===== config.mk =====
export PLATFORM = sky130hd
export DESIGN_NAME = exception_controller
export DESIGN_NICKNAME = d
export VERILOG_FILES = /design/src/rtl/exception_controller.sv
export SDC_FILE = /design/constraint.sdc
export NUM_CORES = 1
export LEC_CHECK = 0
export ABC_AREA = 1
export BUFFER_PORTS_ARGS = -buffer_cell sky130_fd_sc_hd__buf_2
export CELL_PAD_IN_SITES_DETAIL_PLACEMENT = 1
export CELL_PAD_IN_SITES_GLOBAL_PLACEMENT = 1
export CORE_MARGIN = 2
export CORE_UTILIZATION = 27
export DETAILED_ROUTE_END_ITERATION = 6
export MAX_ROUTING_LAYER = met4
export PLACE_DENSITY_LB_ADDON = 0.08
export SETUP_SLACK_MARGIN = 0.2
export SLEW_MARGIN = 30
export SYNTH_ARGS = -nofsm -noshare
export SYNTH_HDL_FRONTEND = slang
export SYNTH_SLANG_ARGS = --single-unit

===== constraint.sdc =====
create_clock -name clk -period 2.9 [get_ports clk]
set_clock_uncertainty 0.05 [all_clocks]
set_input_delay 0.145 -clock clk [delete_from_list [all_inputs] [get_ports clk]]
set_output_delay 0.145 -clock clk [all_outputs]
set_load 0.005 [all_outputs]

===== src/rtl/exception_controller.sv =====
// Exception/interrupt entry sequencer for cpu32e2: prioritises 3 faults + 16 IRQs, then saves PC, clears IE, presents vector.
// Latency: acceptance -> PENDING, then one cycle after instrBoundary -> ENTER (1 cycle) -> VECTOR; vectorValid held until vectorTaken.
// Backpressure: waits indefinitely on instrBoundary (PENDING) and vectorTaken (VECTOR); faults arriving meanwhile are latched.
//
// Ports:
//   clk, reset                 - clock, asynchronous active-high reset
//   irq[15:0], exceptionMask   - level interrupts and per-line enables (bit i -> cause i)
//   interruptEnable            - global interrupt enable
//   isrBaseAddress[31:0]       - vector base
//   illegalInstr, systemCallReq, alignFault - single-cycle fault pulses
//   instrBoundary, vectorTaken - core handshakes
//   exceptionPending           - suppresses architectural writes
//   cause[4:0]                 - current/last cause code
//   savePc, clearInterruptEnable - one-cycle strobes during entry
//   vectorValid, vectorAddress - handler vector = isrBaseAddress + (cause << 2)
module exception_controller #(
  parameter int         IRQ_COUNT     = 16,
  parameter logic [4:0] CAUSE_ILLEGAL = 5'd16,
  parameter logic [4:0] CAUSE_SYSCALL = 5'd17,
  parameter logic [4:0] CAUSE_ALIGN   = 5'd18
) (
  input  logic        clk,
  input  logic        reset,
  input  logic [15:0] irq,
  input  logic [15:0] exceptionMask,
  input  logic        interruptEnable,
  input  logic [31:0] isrBaseAddress,
  input  logic        illegalInstr,
  input  logic        systemCallReq,
  input  logic        alignFault,
  input  logic        instrBoundary,
  input  logic        vectorTaken,
  output logic        exceptionPending,
  output logic [4:0]  cause,
  output logic        savePc,
  output logic        clearInterruptEnable,
  output logic        vectorValid,
  output logic [31:0] vectorAddress
);

  typedef enum logic [1:0] {
    ST_IDLE    = 2'd0,
    ST_PENDING = 2'd1,
    ST_ENTER   = 2'd2,
    ST_VECTOR  = 2'd3
  } state_t;

  state_t      state_q, state_d;
  logic [2:0]  fault_latch_q, fault_latch_d;  // {align, syscall, illegal}
  logic [4:0]  cause_q, cause_d;
  logic        pend_q, pend_d;
  logic        save_pc_q, save_pc_d;
  logic        vec_vld_q, vec_vld_d;

  logic [2:0]  fault_pulse;
  logic [2:0]  fault_req;
  logic [2:0]  fault_clr;
  logic [15:0] irq_act;
  logic        irq_req;
  logic [4:0]  irq_cause;

  always_comb begin
    fault_pulse = {alignFault, systemCallReq, illegalInstr};
    fault_req   = fault_latch_q | fault_pulse;
    irq_act     = irq & exceptionMask;
    irq_req     = interruptEnable & (|irq_act);

    // Scan from the top so the lowest set index is the one left standing.
    irq_cause = 5'd0;
    for (int i = IRQ_COUNT - 1; i >= 0; i--) begin
      if (irq_act[i]) irq_cause = 5'(i);
    end
  end

  always_comb begin
    state_d   = state_q;
    cause_d   = cause_q;
    fault_clr = 3'b000;

    case (state_q)
      ST_IDLE: begin
        if (|fault_req) begin
          if (fault_req[0]) begin
            cause_d   = CAUSE_ILLEGAL;
            fault_clr = 3'b001;
          end else if (fault_req[1]) begin
            cause_d   = CAUSE_SYSCALL;
            fault_clr = 3'b010;
          end else begin
            cause_d   = CAUSE_ALIGN;
            fault_clr = 3'b100;
          end
          state_d = ST_PENDING;
        end else if (irq_req) begin
          cause_d = irq_cause;
          state_d = ST_PENDING;
        end
      end
      ST_PENDING: begin
        if (instrBoundary) state_d = ST_ENTER;
      end
      ST_ENTER: begin
        state_d = ST_VECTOR;
      end
      ST_VECTOR: begin
        if (vectorTaken) state_d = ST_IDLE;
      end
      default: begin
        state_d = ST_IDLE;
      end
    endcase

    // A pulse that is itself the fault being accepted is consumed here. If the
    // bit was already latched, the new pulse is a second event and stays set.
    fault_latch_d = (fault_latch_q & ~fault_clr)
                  | (fault_pulse & (fault_latch_q | ~fault_clr));

    // Outputs are registered off the next state so they line up with it.
    pend_d    = (state_d != ST_IDLE);
    save_pc_d = (state_d == ST_ENTER);
    vec_vld_d = (state_d == ST_VECTOR);
  end

  always_ff @(posedge clk or posedge reset) begin
    if (reset) begin
      state_q       <= ST_IDLE;
      fault_latch_q <= 3'b000;
      cause_q       <= 5'd0;
      pend_q        <= 1'b0;
      save_pc_q     <= 1'b0;
      vec_vld_q     <= 1'b0;
    end else begin
      state_q       <= state_d;
      fault_latch_q <= fault_latch_d;
      cause_q       <= cause_d;
      pend_q        <= pend_d;
      save_pc_q     <= save_pc_d;
      vec_vld_q     <= vec_vld_d;
    end
  end

  // Faults must block a system-register write in the very cycle they arrive,
  // so they bypass the register in IDLE. Interrupts only take effect next cycle.
  assign exceptionPending     = pend_q | ((state_q == ST_IDLE) & (|fault_req));
  assign cause                = cause_q;
  assign savePc               = save_pc_q;
  assign clearInterruptEnable = save_pc_q;
  assign vectorValid          = vec_vld_q;
  assign vectorAddress        = isrBaseAddress + {25'd0, cause_q, 2'b00};

endmodule


Yosys cells after proc, flatten, opt, wreduce, memory -nomap -nowiden
Cells that the tools add are included.

Flip-flop bits (word level): 13. Bits in latches: 0. Memory bits (writable): 0. Memory bits (read-only): 0. Input port bits: 72. Output and inout bits: 41. Memories: 0.

Add/sub/neg operators: 1. $mul: 0. Div/mod/pow operators: 0. Order comparisons: 0. Equality and inequality tests: 5. Shift-type cells: 0. Muxes and demuxes: 29. Bitwise operators: 10. Reductions and logical operators: 6.

Operators by type and width (count): 5-bit two-way mux (17); 32-bit by 7-bit adder with 32-bit output (1); 16-bit bitwise AND (1); 16-bit OR reduction (1); 2-bit two-way mux (6); 3-bit two-way mux (4); 3-bit OR (3); 2-bit equality test, second input constant (4); 2-bit case mux with 4 select lines (1); 3-bit bitwise AND (2); 4-bit two-way mux (1); 2-bit nonzero test (2); 3-bit NOT (1); 3-bit OR reduction (1); 1-bit bitwise AND (2); 2-bit by 1-bit equality test with 1-bit output, second input constant (1); 2-bit zero test (1); 2-bit AND reduction (1); 1-bit OR (1).

Longest topological paths before layout
Gate-level depths: netlist of the first run.

Word-level depth: 19. Mapped depth: 18. Gate-level depth less buffers: 18.

Least setup slack after synthesis of the first run
No wires, ideal clock.

Path type: reg2out. Start point: reg cause_q[0], in the netlist cause[0]. End point: out vectorAddress[30]. Arrival time: 2.038 ns. Setup slack: 0.667 ns. Stages on the path, launching flop included: 12. Buffers on the path: 0. Path through: dfrtp_1 > ha_1 > inv_1 > fa_1 > o21ai_2 > nand2_2 > a21boi_4 > nand2_2 > nor2_4 > nand2_2 > nor3_2 > xor2_1.

Word-level cells in the longest chain between the ends: 1.

RTL lines: from (decl) (RTL line 50) `logic [4:0] cause_q, cause_d;`; from (signal assigned) (RTL line 135) `cause_q <= cause_d;`; 32-bit by 7-bit adder with 32-bit output (RTL line 149) `assign vectorAddress = isrBaseAddress + {25'd0, cause_q, 2'b00};`; to (decl) (RTL line 38) `output logic [31:0] vectorAddress`.

Every way passes these cells.

Worst setup path in the final report of the first run
Same ends and word-level chain as after synthesis.

==> results of run 1 <==
[cells by family after synthesis]
logic type	share of synthesized area, %
AND/OR/NAND/NOR	40.8
buffers and inverters	8.26
XOR/XNOR	14.9
AO/OA/AOI/OAI	10.4
flip-flops	20.5
adder cells (fa/ha/maj)	5.19
[worst max path at each step]
stage,slack [ns],endpoint,from,cells past startpoint
2_1_floorplan,0.67,vectorAddress[30],cause[0],11
3_3_place_gp,0.49,vectorAddress[30],cause[0],12
3_5_place_dp,0.41,vectorAddress[30],cause[0],12
4_1_cts,0.21,vectorAddress[30],cause[0],12
5_1_grt,0.11,vectorAddress[29],cause[3],13
6_report,0.33,vectorAddress[30],cause[0],12
[cell type report]
cell class	count	area (sq um)	share of cell area (%)
clock buffers	4	45.0	1.93
well taps	72	90.1	3.85
flip-flops and latches	13	325	13.9
repair buffers	114	588	25.1
multi-input cells	189	1180	50.5
inverters	29	109	4.65
[registers in the layout (all words and copies together) (netlist names)]
register and count:
clearInterruptEnable 1, vectorValid 1, state_q 2, fault_latch_q 3
pend_q 1, cause 5
[power by group]
group          total [mW]  internal [mW]  leakage (nW)  switching (mW)
combinational       0.617          0.282          1.15           0.335
sequential          0.285          0.239         0.150          0.0453
clock               0.163         0.0971        0.0228          0.0658
total                1.06          0.618          1.32           0.446
[cell usage in the layout (no fill, tap or decap), drive strengths merged, types with 2 or more instances in the layout]
master	instances
nor3	8
o21ai	6
nor4	3
nand3	13
or2	2
nor2	19
xor2	16
buf	113
inv	29
dfrtp	13
clkbuf	4
nand2	86
a21oi	9
ha	5
a31oi	4
xnor2	11
[synth_stat cells, drive strengths merged (3+ instances only)]
cell type   n
ha          5
nand2      86
a31oi       4
a21oi       9
inv        29
dfrtp      13
nor2       19
xnor2      11
nor3        8
xor2       16
o21ai       6
buf         3
nor4        3
nand3      13
[per-layer routing]
metal	vias up	track usage, %	routed length, um
met4	0	3.05	24
met1	837	18.4	1990
met2	64	29.1	2530
li1	972	-	-
met3	4	1.89	319
met5	-	-	0
[worst register-to-register path: cells and delay by family, from the launching register on]
family,cells,cell delay (ns)
compound gates,3,0.38
buf+inv,2,0.21
flops,1,0.37
simple gates,5,0.78
[timing repair]
item                                   CTS  global route
buffers inserted                         1             4
pin swaps                                2             6
gates cloned                             0             0
endpoints found under the hold margin   13             0
hold buffers                             1             0
setup endpoints to repair                2            10
resized for setup                        0             9
==> results.cfg, run 1 <==
[synth]
mappedNetlistNets = 312
synth_edf_count = 0
yosysWarnings = 0
yosysSeqAreaShare_pct = 20.5
syn_inst = 234
synth_top_area_share_pct = 20.5
syn_area_sq_um = 1590
synth_top_cells_by_area = dfrtp_1 (20%), nand2_1 (18%), xor2_1 (8.8%)
synthArstFlopShare_pct = 100
synth_largest_area_cell = dfrtp_1
synth_ff_type = dfrtp_1
ys_ff_latch = 13
syn_area_per_cell_sq_um = 6.80
ys_types = 34

[setup_path]
r2r_cells = 10
r2r_start = fault_latch_q[1]
arrival_ns = 2.37
critPathSlowestCell = dfrtp_1
crit_buf_inv = 2
criticalPathCategory = flip-flop to output port
path_cells = ha_2 -> inv_2 -> fa_2 -> o21ai_2 -> nand2_2 -> a21boi_4 -> nand2_2 -> nor2_4 -> nand2_2 -> nor3_4 -> xor2_1 -> buf_2
worstPathMaxFanout = 4
crit_family = simple AND/OR/NAND/NOR gates
crit_top_cell = nand2_2
r2r_slack_ns = 0.99
required_ns = 2.71
endpoint_kind = output port
max_stage_delay_ns = 0.36
r2r-end = pend_q
startpoint_type = flip-flop

[clocking]
cts_tree = done
cts.reportedPaths.clkPinSlew_ns = 0.06
clk_path_buf_depth = 2
clk-insertion-delay-late_ns = 0.24
cts_sinks = 13
htreeDepth = 1
cts_buffers = 3
cts_root_buffer = clkbuf_8

[sta]
fin_crit_ns = 2.57
setup_violations = 0
rsz0062_at_grt = true
finalCritPeriodShare_pct = 88.5
fmax_mhz = 390
setup-tns-final_ns = 0
relSlewSlack_pct = 65.8
worstMarginPinSlew_ns = 0.506
fin_ws_ns = 0.334
final_hold_viol_count = 0
whs_ns = 0.0520
slew_viol_final = 0

[placement]
dp_hpwl_um = 4320
post-place-ws_ns = 0.408
gp_congestion = 0.725
place_inst = 411
place_area_sq_um = 2200
port_buffers = 108

[layout]
utilization_pct = 41.7
fin_cells = 421
drive_above_1_share_pct = 43.3
synthToLayoutAreaGrowth_pct = 47.0
fill_cells = 787
n_antenna_cell = 0
postLayoutCellArea_sq_um = 2340
nNetsFinal = 428

[drt]
wl_per_cell_um = 11.6
vias = 1877
viasPerCell = 4.46
wirelength_um = 4860
ant_nets = 0
firstDrtPassIters = 3
route.detailed.drc = 0
drt_iter0_drc = 5

[grt]
grt_pass1_vias = 1916
grt_util_all_layers_pct = 15.7
grt_overflow = 0
grt_max_degree = 14
antenna_found_initial = 0
grt_pass1_wl_um = 8110

[min_path]
min_to = vectorValid
min_from = vectorTaken
worst_hold_path_type = input pin to flip-flop
hold_depth = 2

[die]
dieArea_sq_um = 6520
fp-row-count = 27
start_util_pct = 28.4
die_w_um = 80.7
coreArea_sq_um = 5610
boundaryPins = 113
die_h_um = 80.7

[power_and_ir_drop]
cellLeakagePower_nw = 1.32
finalPower_mw = 1.06
powerDensity_nw_per_um2 = 455
vdd.ir_drop.worst_mv = 0.283

[job]
max_cap_viol_count = 0

[status]
status = finished clean
(Power assumes the default switching activity.)
==> inputs of run 2 (changes only) <==
Settings changed: RECOVER_POWER set to 100.
==> results.cfg, run 2 (synthesis results as in run 1) <==
[placement]
dp_hpwl_um = 4320
port_buffers = 108
gp_congestion = 0.725
post-place-ws_ns = 0.408

[min_path]
worst_hold_path_type = input pin to flip-flop
hold_depth = 2

[drt]
ant_nets = 0
wl_per_cell_um = 11.6
dr_wl_met3_um = 327
firstDrtPassIters = 4
wirelength_um = 4870
viasPerCell = 4.46
wl_met2_um = 2520
vias = 1879
route.detailed.drc = 0
top_layer_used = met4
drt_iter0_drc = 6
met1_length_um = 1990

[job]
max_cap_viol_count = 0

[grt]
grt_util_all_layers_pct = 15.7
antenna_found_initial = 0
grt_pass1_vias = 1916
grt_max_degree = 14
grt_pass1_wl_um = 8110
grt_overflow = 0

[layout]
multi_input_area_sq_um = 1150
fill_cells = 796
largest_reg_flops = 5
n_antenna_cell = 0
final_common_cell = buf_2
drive_above_1_share_pct = 37.5
nNetsFinal = 428
ff_latch_area_sq_um = 325
final_cell_mix = buf_2 (97), nand2_1 (79), inv_1 (26)
synthToLayoutAreaGrowth_pct = 43.7

[setup_path]
crit_top_cell = nand2_2
endpoint_kind = output port
criticalPathCategory = flip-flop to output port
startpoint_type = flip-flop
arrival_ns = 2.41
path_cells = ha_1 -> inv_2 -> fa_2 -> o21ai_2 -> nand2_2 -> a21boi_4 -> nand2_1 -> nor2_4 -> nand2_2 -> nor3_4 -> xor2_1 -> buf_2
required_ns = 2.71
worstPathMaxFanout = 4
cp.depth = 12
critPathSlowestCell = dfrtp_1
max_stage_delay_ns = 0.35
crit_buf_inv = 2
crit_family = simple AND/OR/NAND/NOR gates
r2r_cells = 10

[clocking]
cts_sinks = 13
htreeDepth = 1
cts_root_buffer = clkbuf_8
cts_buffers = 3
cts_tree = done
cts.reportedPaths.clkPinSlew_ns = 0.05
clk_path_buf_depth = 2
clk-insertion-delay-late_ns = 0.24

[sta]
fin_ws_ns = 0.295
rsz0062_at_grt = true
slew_viol_final = 0
setup-tns-final_ns = 0
fin_crit_ns = 2.61
setup_violations = 0
finalCritPeriodShare_pct = 89.8
relSlewSlack_pct = 65.8
worstMarginPinSlew_ns = 0.506
fmax_mhz = 384
final_hold_viol_count = 0

[die]
die_h_um = 80.7
dieArea_sq_um = 6520
coreArea_sq_um = 5610
start_util_pct = 28.4
die_w_um = 80.7
fp-row-count = 27
boundaryPins = 113

[power_and_ir_drop]
cellLeakagePower_nw = 1.28
powerDensity_nw_per_um2 = 453
vdd.ir_drop.worst_mv = 0.294

[status]
status = finished clean
==> run 2: metal layers <==
layer	up-vias	GRT usage (%)
met2	64	29.1
met1	839	18.4
met5	-	-
met3	5	1.89
met4	0	3.05
li1	971	-
==> run 2: timing repair <==
| action | 4_1_cts | 5_1_grt |
|---|---|---|
| pin swaps | 2 | 6 |
| hold buffers | 1 | 0 |
| gates resized for setup | 0 | 9 |
| hold endpoints to repair | 13 | 0 |
| setup buffers | 1 | 4 |
| setup endpoints to repair | 2 | 10 |
==> run 2: where the power goes <==
group | switching (mW) | internal [mW]
sequential | 0.0429 | 0.239
combinational | 0.328 | 0.262
clock | 0.0660 | 0.0972
==> run 2: final cells by class <==
cell class | instances | share of cell area [%]
Clock buffer | 4 | 1.97
Multi-Input combinational cell | 189 | 50.1
Timing Repair Buffer | 114 | 25.0
Tap cell | 72 | 3.94
Inverter | 29 | 4.76
Sequential cell | 13 | 14.2
==> run 2: path summary, 6_finish.rpt <==
kind | startpoint | to | slack [ns]
setup / recovery | cause[0] | vectorAddress[30] | 0.29
hold / removal | vectorTaken | vectorValid | 0.05
setup reg to reg | fault_latch_q[1] | pend_q | 0.66
hold reg to reg | fault_latch_q[0] | fault_latch_q[0] | 0.47
max in group asynchronous | reset | fault_latch_q[1] | 2.06
min in group asynchronous | reset | cause[1] | 0.42
==> run 2: per-stage QoR <==
step	hold WS (ns)	instance area (sq um)	power [mW]	utilization [%]	instances
global placement	0.140	2200	0.872	39.2	411
global route	0.0673	2290	1.15	40.8	421
finish	0.0507	2290	1.04	40.8	421
CTS	0.0447	2260	1.05	40.3	417
detailed placement	0.145	2200	0.875	39.2	411
floorplan	-0.0280	1590	0.628	-	234
==> inputs of run 3 (changes only) <==
Settings changed: HOLD_SLACK_MARGIN set to 0.1, MAX_ROUTING_LAYER met4 to not set.
==> results.cfg, run 3 (synthesis results as in run 1) <==
[layout]
final_common_cell = buf_2
utilization_pct = 41.1
n_antenna_cell = 0
fin_cells = 423
synthToLayoutAreaGrowth_pct = 45.1
final_cell_mix = buf_2 (96), nand2_1 (78), inv_1 (26)
nNetsFinal = 430
largest_reg_flops = 5
postLayoutCellArea_sq_um = 2310
drive_above_1_share_pct = 37.3

[die]
boundaryPins = 113
start_util_pct = 28.4
die_w_um = 80.7
die_h_um = 80.7
fp-row-count = 27
dieArea_sq_um = 6520
coreArea_sq_um = 5610

[setup_path]
crit_family = simple AND/OR/NAND/NOR gates
crit_buf_inv = 2
arrival_ns = 2.41
worstPathMaxFanout = 4
path_cells = ha_1 -> inv_2 -> fa_2 -> o21ai_2 -> nand2_2 -> a21boi_4 -> nand2_1 -> nor2_4 -> nand2_2 -> nor3_4 -> xor2_1 -> buf_2
startpoint_type = flip-flop
critPathSlowestCell = dfrtp_1
required_ns = 2.71
r2r_slack_ns = 0.67
criticalPathCategory = flip-flop to output port
endpoint_kind = output port
crit_top_cell = nand2_2
max_stage_delay_ns = 0.35

[clocking]
clk-insertion-delay-late_ns = 0.24
cts_buffers = 3
cts_tree = done
clk_path_buf_depth = 2
cts_sinks = 13
htreeDepth = 1
cts.reportedPaths.clkPinSlew_ns = 0.06
cts_root_buffer = clkbuf_8

[grt]
grt_pass1_vias = 1929
grt_pass1_wl_um = 8210
antenna_found_initial = 0
grt_max_degree = 14
grt_overflow = 0
grt_util_all_layers_pct = 15.6

[placement]
place_inst = 411
dp_hpwl_um = 4320
place_area_sq_um = 2200
port_buffers = 108
gp_congestion = 0.716

[drt]
ant_nets = 0
route.detailed.drc = 0
vias = 1892
wl_per_cell_um = 11.7
viasPerCell = 4.47
firstDrtPassIters = 4
drt_iter0_drc = 6
wirelength_um = 4970

[sta]
worstMarginPinSlew_ns = 0.500
finalCritPeriodShare_pct = 89.8
setup_violations = 0
setup-tns-final_ns = 0
fin_crit_ns = 2.61
slew_viol_final = 0
final_hold_viol_count = 0
rsz0062_at_grt = true
relSlewSlack_pct = 66.2
fmax_mhz = 384

[power_and_ir_drop]
cellLeakagePower_nw = 1.28
powerDensity_nw_per_um2 = 450
vdd.ir_drop.worst_mv = 0.297

[job]
max_cap_viol_count = 0

[status]
status = finished clean

[min_path]
worst_hold_path_type = input pin to flip-flop
==> run 3: cell types whose count changed in the layout (fill, tap and decap cells not counted) <==
cell | before | now
o21ai_0 | 4 | 5
buf_2 | 97 | 96
nand2_1 | 79 | 78
o21ai_1 | 1 | 0
dlygate4sd3_1 | 1 | 3
clkbuf_1 | 13 | 14
nand2_2 | 4 | 5
==> run 3: worst paths after layout <==
check / start / endpoint / depth (start not counted)
max in group asynchronous: reset / pend_q / 3
worst max register to register: fault_latch_q[1] / pend_q / 10
min in group asynchronous: reset / cause[1] / 3
worst min-delay path: illegalInstr / fault_latch_q[0] / 3
worst max-delay path: cause[0] / vectorAddress[30] / 12
worst min register to register: fault_latch_q[0] / fault_latch_q[0] / 2
==> run 3: tightest hold or removal path, cell delays in order <==
cell and delay, ns:
buf_2 0.10, nand2_1 0.05, o21ai_0 0.07
==> run 3: stage by stage <==
| stage | power [mW] | hold slack [ns] | setup WS, ns |
|---|---|---|---|
| floorplan | 0.628 | -0.0280 | 0.667 |
| global placement | 0.872 | 0.140 | 0.488 |
| detailed placement | 0.875 | 0.145 | 0.408 |
| CTS | 1.05 | 0.136 | 0.205 |
| global route | 1.16 | 0.149 | 0.0532 |
| finish | 1.04 | 0.105 | 0.295 |
==> run 3: layout make-up <==
type | count | area (sq um)
fillers | 797 | 3300
multi-input cells | 189 | 1150
repair buffers | 116 | 589
flip-flops and latches | 13 | 325
inverters | 29 | 109
well taps | 72 | 90.1
clock buffers | 4 | 45.0
==> run 3: what timing repair did <==
action | CTS | global route
pin swaps | 2 | 6
hold buffers | 3 | 0
setup endpoints to repair | 2 | 10
buffers inserted | 1 | 4
gates resized for setup | 0 | 9
endpoints found under the hold margin | 15 | 0
==> run 3: power breakdown <==
group	leakage (nW)	internal (mW)	total, mW	switching [mW]
logic	1.11	0.264	0.592	0.329
registers	0.150	0.239	0.283	0.0433
clock network	0.0228	0.0972	0.164	0.0671
==> run 3: routing by layer <==
layer  GRT usage (%)  vias to the layer above  wire length (um)
met5               0                        -                 0
met4            3.05                        0                33
met3            2.11                        5               335
met2            29.8                       64              2600
met1            18.5                      848              2000
li1                -                      975                 -
